### src/rtl/dmem_pkg.sv
// Shared types and sizes for the dmem_responder slice.
// Optional feature macro used by the top: DMEM_ALIGN_CHECK_EN.
package dmem_pkg;

  typedef enum logic [1:0] {
    IDLE = 2'd0,
    WAIT = 2'd1,
    XFER = 2'd2,
    RESP = 2'd3
  } state_e;

  localparam int unsigned WORD_BYTES = 4;
  localparam int unsigned BEAT_W     = $clog2(WORD_BYTES);
  localparam int unsigned WAIT_W     = 4;

endpackage

### src/rtl/dmem_byte_ram.sv
// Byte-wide single-port RAM: synchronous write, combinational read.
module dmem_byte_ram #(
  parameter int unsigned ADDR_W = 8
) (
  input  logic              clk,
  input  logic              we,
  input  logic [ADDR_W-1:0] addr,
  input  logic [7:0]        wdata,
  output logic [7:0]        rdata
);

  localparam int unsigned DEPTH = 1 << ADDR_W;

  logic [7:0] mem [DEPTH];

  always_ff @(posedge clk) begin
    if (we) mem[addr] <= wdata;
  end

  assign rdata = mem[addr];

endmodule

### src/rtl/dmem_responder.sv
// Memory-side load/store responder: byte/word requests served over byte beats.
// Define DMEM_ALIGN_CHECK_EN to reject misaligned word accesses with rsp_err.
module dmem_responder
  import dmem_pkg::*;
#(
  parameter int unsigned ADDR_W      = 8,
  parameter int unsigned WAIT_CYCLES = 0
) (
  input  logic              clk,
  input  logic              rst,
  input  logic              req_valid,
  output logic              req_ready,
  input  logic              req_write,
  input  logic              req_word,
  input  logic [ADDR_W-1:0] req_addr,
  input  logic [31:0]       req_wdata,
  output logic              rsp_valid,
  input  logic              rsp_ready,
  output logic [31:0]       rsp_rdata,
  output logic              rsp_err
);

  localparam logic [WAIT_W-1:0] WAIT_LOAD =
    (WAIT_CYCLES == 0) ? '0 : WAIT_W'(WAIT_CYCLES - 1);

  state_e              state_q;
  logic [BEAT_W-1:0]   beat_q;
  logic [WAIT_W-1:0]   wait_q;
  logic                write_q;
  logic                word_q;
  logic [ADDR_W-1:0]   addr_q;
  logic [31:0]         wdata_q;

  logic [BEAT_W-1:0]   last_beat_c;
  logic [ADDR_W-1:0]   ram_addr_c;
  logic [7:0]          ram_wdata_c;
  logic [7:0]          ram_rdata_c;
  logic                ram_we_c;
  logic                misalign_c;

`ifdef DMEM_ALIGN_CHECK_EN
  assign misalign_c = req_word && (req_addr[1:0] != 2'b00);
`else
  assign misalign_c = 1'b0;
`endif

  assign last_beat_c = word_q ? BEAT_W'(WORD_BYTES - 1) : '0;
  assign ram_addr_c  = addr_q + ADDR_W'(beat_q);
  assign ram_wdata_c = wdata_q[{beat_q, 3'b000} +: 8];
  // A reset landing on a beat must not commit that beat's byte.
  assign ram_we_c    = (state_q == XFER) && write_q && !rst;

  dmem_byte_ram #(.ADDR_W(ADDR_W)) u_ram (
    .clk   (clk),
    .we    (ram_we_c),
    .addr  (ram_addr_c),
    .wdata (ram_wdata_c),
    .rdata (ram_rdata_c)
  );

  // FSM, request capture and response assembly.
  always_ff @(posedge clk) begin
    if (rst) begin
      state_q   <= IDLE;
      req_ready <= 1'b1;
      rsp_valid <= 1'b0;
      rsp_rdata <= '0;
      rsp_err   <= 1'b0;
      beat_q    <= '0;
      wait_q    <= '0;
      write_q   <= 1'b0;
      word_q    <= 1'b0;
      addr_q    <= '0;
      wdata_q   <= '0;
    end else begin
      case (state_q)
        IDLE: begin
          if (req_valid && req_ready) begin
            req_ready <= 1'b0;
            write_q   <= req_write;
            word_q    <= req_word;
            addr_q    <= req_addr;
            wdata_q   <= req_wdata;
            rsp_rdata <= '0;
            rsp_err   <= misalign_c;
            beat_q    <= '0;
            wait_q    <= WAIT_LOAD;
            // An error response spends its single cycle of latency in WAIT.
            if (misalign_c || (WAIT_CYCLES != 0)) state_q <= WAIT;
            else                                  state_q <= XFER;
          end
        end
        WAIT: begin
          if (rsp_err) begin
            state_q   <= RESP;
            rsp_valid <= 1'b1;
          end else if (wait_q == '0) begin
            state_q <= XFER;
          end else begin
            wait_q <= wait_q - WAIT_W'(1);
          end
        end
        XFER: begin
          if (!write_q) rsp_rdata[{beat_q, 3'b000} +: 8] <= ram_rdata_c;
          if (beat_q == last_beat_c) begin
            state_q   <= RESP;
            rsp_valid <= 1'b1;
          end else begin
            beat_q <= beat_q + BEAT_W'(1);
          end
        end
        RESP: begin
          if (rsp_ready) begin
            state_q   <= IDLE;
            rsp_valid <= 1'b0;
            req_ready <= 1'b1;
          end
        end
        default: state_q <= IDLE;
      endcase
    end
  end

endmodule

### config.mk
export PLATFORM = sky130hd
export DESIGN_NAME = dmem_responder
export DESIGN_NICKNAME = d
export VERILOG_FILES = /design/src/rtl/dmem_pkg.sv /design/src/rtl/dmem_byte_ram.sv /design/src/rtl/dmem_responder.sv
export SDC_FILE = /design/constraint.sdc
export NUM_CORES = 2
export LEC_CHECK = 0
export ABC_CLOCK_PERIOD_IN_PS = 4200
export CAP_MARGIN = 40
export CORE_MARGIN = 4
export CORE_UTILIZATION = 40
export CTS_BUF_LIST = sky130_fd_sc_hd__clkbuf_8 sky130_fd_sc_hd__clkbuf_16
export DETAILED_ROUTE_END_ITERATION = 10
export HOLD_SLACK_MARGIN = 0.12
export SYNTH_ARGS = -nofsm -noshare
export SYNTH_HDL_FRONTEND = slang
export SYNTH_SLANG_ARGS = --single-unit
### constraint.sdc
create_clock -name clk -period 4.2 [get_ports clk]
set_input_delay 0.84 -clock clk [delete_from_list [all_inputs] [get_ports clk]]
set_output_delay 0.84 -clock clk [all_outputs]
set_load 0.02 [all_outputs]
==> impl_metrics.env <==
export IMPL_routabilityCongestion=0.887
export IMPL_cts_tree="yes"
export IMPL_core_area_um2=207000
export IMPL_antenna_found_initial=5
export IMPL_grt_ovfl_total=0
export IMPL_clockBufferDepth=3
export IMPL_dp_worst_setup_slack_ps=-246
export IMPL_cts_buffers=206
export IMPL_synth_seq_cells=2132
export IMPL_max_vdd_ir_drop_uv=514
export IMPL_maxUsedRoutingLayer="met5"
export IMPL_placed_cells=7837
export IMPL_seq_area_frac_synth_pct=75.8
export IMPL_die_h_um=465
export IMPL_grt_pass1_wl_um=341000
export IMPL_dr_first_iter_drc_count=6382
export IMPL_hold_viol=0
export IMPL_cts_clk_slew_worst_paths_ps=70
export IMPL_hold_ws_ps=453
export IMPL_ant_nets=0
export IMPL_path_buf_inv=4
export IMPL_io_pins=81
export IMPL_crit_required_ps=4990
export IMPL_vias=47528
export IMPL_skew_ps=67.3
export IMPL_crit_chain="ha_4 -> fa_4 -> buf_12 -> buf_4 -> nor2_4 -> buf_12 -> buf_12 -> a32oi_1 -> a211oi_2 -> or4_4 -> a211o_4 -> or4_4 -> o21ai_2"
export IMPL_fin_util_pct=48.1
export IMPL_vias_per_cell=5.76
export IMPL_track_usage_pct=21.7
export IMPL_mappedNetlistArea_um2=83400
export IMPL_cp_slowest_stage_delay_ps=860
export IMPL_start_kind="register"
export IMPL_fin_crit_sh_pct=100
export IMPL_fin_ws_ps=-7.61
export IMPL_ys_flop_type="edfxtp_1"
export IMPL_tightestPinTransition_ps=962
export IMPL_wl_met2_um=109000
export IMPL_critPathCaptureType="register"
export IMPL_leakagePower_nw=32.2
export IMPL_io_buffers=79
export IMPL_htree_levels=4
export IMPL_slew_headroom_pct=35.9
export IMPL_hold_buffers=0
export IMPL_synth_edf_count=2048
export IMPL_wl_met3_um=22500
export IMPL_crit_type="register to register"
export IMPL_max_cap_viol_count=0
export IMPL_root_buffer="clkbuf_16"
export IMPL_crit_top_cell="buf_12"
export IMPL_yosys_cell_types_count=86
export IMPL_drc=0
export IMPL_synthesis_instances=4609
export IMPL_violations="negative setup slack"
export IMPL_routed_wirelength_um=239000
export IMPL_fmax_mhz=238
export IMPL_area_growth_pct=19.6
export IMPL_rows=167
export IMPL_fp_dieW_um=465
export IMPL_min_period_ps=4210
export IMPL_layout_drive_gt1_share_pct=26.8
export IMPL_clock_sinks=2132
export IMPL_final_nets=5352
export IMPL_wl_per_cell_um=29.0
export IMPL_syn_nets=4663
export IMPL_slew_violations=0
export IMPL_wl_met1_um=97900
export IMPL_dp_hpwl_um=152000
export IMPL_crit_start="beat_q[0]"
export IMPL_avgSynthCellArea_um2=18.1
export IMPL_drtPass1Iterations=6
export IMPL_worstSkewPairLatency_ps=880
export IMPL_r2r_slack_ps=-8
export IMPL_synth_warnings=0
export IMPL_grt_max_degree=182
export IMPL_place_area_um2=92200
export IMPL_rr_startpoint="beat_q[0]"
export IMPL_dieArea_um2=216000
export IMPL_hold_path_class="register to register"
export IMPL_path_delay_family="simple AND/OR/NAND/NOR gates"
export IMPL_status="complete, but fails checks"
export IMPL_grt_pass1_vias=46082
export IMPL_rsz0062_at_grt="yes"
export IMPL_power_density_nw_per_um2=460
export IMPL_final_area_um2=99700
export IMPL_crit_fanout=13
export IMPL_hold_start="wdata_q[21]"
export IMPL_async_flop_share_pct=0
export IMPL_setup_viol=1
export IMPL_final_cells=8252
export IMPL_cp_arrival_ps=5000
export IMPL_start_util_pct=40.2
export IMPL_cp_slowest_cell="fa_4"
[cells in the mapped netlist, types with 5 or more instances]
| master | number | area (um2) |
|---|---|---|
| a2111oi_0 | 9 | 78.8 |
| a211oi_1 | 13 | 97.6 |
| a21oi_1 | 78 | 390 |
| a221o_1 | 5 | 50.1 |
| a221oi_1 | 17 | 149 |
| a22o_1 | 15 | 131 |
| a22oi_1 | 69 | 518 |
| a311oi_1 | 16 | 140 |
| a31oi_1 | 35 | 219 |
| a32o_1 | 5 | 50.1 |
| a32oi_1 | 49 | 429 |
| and2_1 | 12 | 75.1 |
| and3_1 | 19 | 119 |
| and4_1 | 5 | 43.8 |
| buf_1 | 16 | 60.1 |
| buf_2 | 77 | 385 |
| buf_4 | 72 | 541 |
| buf_6 | 8 | 90.1 |
| clkbuf_1 | 114 | 428 |
| dfxtp_1 | 84 | 1680 |
| edfxtp_1 | 2048 | 61500 |
| ha_1 | 7 | 87.6 |
| inv_1 | 12 | 45.0 |
| mux2i_1 | 111 | 1110 |
| mux4_2 | 401 | 9030 |
| nand2_1 | 611 | 2290 |
| nand2b_1 | 9 | 56.3 |
| nand3_1 | 183 | 916 |
| nand4_1 | 37 | 231 |
| nor2_1 | 304 | 1140 |
| nor3_1 | 8 | 40.0 |
| nor4_1 | 13 | 81.3 |
| o211ai_1 | 6 | 45.0 |
| o21ai_0 | 35 | 175 |
| o22ai_1 | 7 | 43.8 |
[metrics by stage]
step	total power, mW	TNS (ps)
3_3_place_gp	28.0	-1830
3_5_place_dp	28.0	-2110
6_report	45.9	-7.61
5_1_grt	47.3	-108
2_1_floorplan	26.2	0
4_1_cts	46.0	0
[worst min-delay path, cell delays in order, from the launching register on]
cell     delay [ps]
dfxtp_1         300
nand2_1          50
a21oi_1          50
[routing by layer]
layer	GRT usage, %	up-vias
li1	-	19787
met1	31.2	24842
met2	32.7	2481
met3	4.33	414
met4	8.56	4
met5	0	-
[cell families (layout without fill, tap and decap cells)]
family / count (synthesis) / after routing / share of synthesized area (%)
buffers and inverters: 302 / 1155 / 1.88
adder cells (fa/ha/maj): 8 / 8 / 0.129
flip-flops: 2132 / 2132 / 75.8
AND/OR/NAND/NOR: 1235 / 1235 / 6.31
XOR/XNOR: 4 / 4 / 0.0736
AO/OA/AOI/OAI: 411 / 411 / 3.60
multiplexers: 516 / 516 / 12.2
other: 1 / 3 / 0.00450
[cell usage in the layout (no fill, tap or decap), types with 7 or more instances in the layout]
cell,instances
clkinv_1,50
buf_6,9
and3_1,19
buf_16,14
nand2_1,607
buf_12,68
a32oi_1,46
and2_1,11
a31oi_1,32
edfxtp_1,2048
a22oi_1,65
nor2_1,297
nand2b_1,9
nand3_1,180
buf_4,588
clkinv_2,36
a21oi_1,76
nor3_1,7
a211oi_1,11
nand4_1,37
dfxtp_1,83
bufinv_16,15
a221oi_1,16
clkdlybuf4s50_1,78
clkbuf_16,216
inv_1,50
a22o_1,15
a311oi_1,16
o21ai_0,31
nor4_1,9
mux4_2,393
mux4_4,8
mux2i_1,108
[registers in the layout, summed over array words and instances, names as in the netlist]
signal	flops
word_q	1
addr_q	8
beat_q	2
wait_q	4
wdata_q	32
write_q	1
rsp_rdata	32
req_ready	1
rsp_valid	1
u_ram.mem	2048
state_q	2
[final cells by class]
class,count,area (um2)
clock buffers,212,5260
well taps,2788,3490
diodes,2,5.00
fillers,17235,108000
clock inverters,160,1300
multi-input cells,2175,19100
flip-flops and latches,2132,63200
repair buffers,769,7330
inverters,14,52.6
[final timing paths]
| kind | endpoint | cells past startpoint |
|---|---|---|
| max | rsp_rdata[15] | 13 |
| min | wdata_q[21] | 2 |
| max reg2reg | rsp_rdata[15] | 13 |
| min reg2reg | wdata_q[21] | 2 |
[report_power, final]
part | internal [mW] | switching (mW)
Combinational | 1.60 | 2.63
Clock | 10.0 | 8.08
Sequential | 23.5 | 0.0474
[repair_timing]
item,4_1_cts,5_1_grt
setup endpoints to repair,27,74
buffers inserted,9,23
pin swaps,4,9
cloned,2,8
gates resized for setup,23,52
Note: power is estimated with default switching activity, not from simulation.
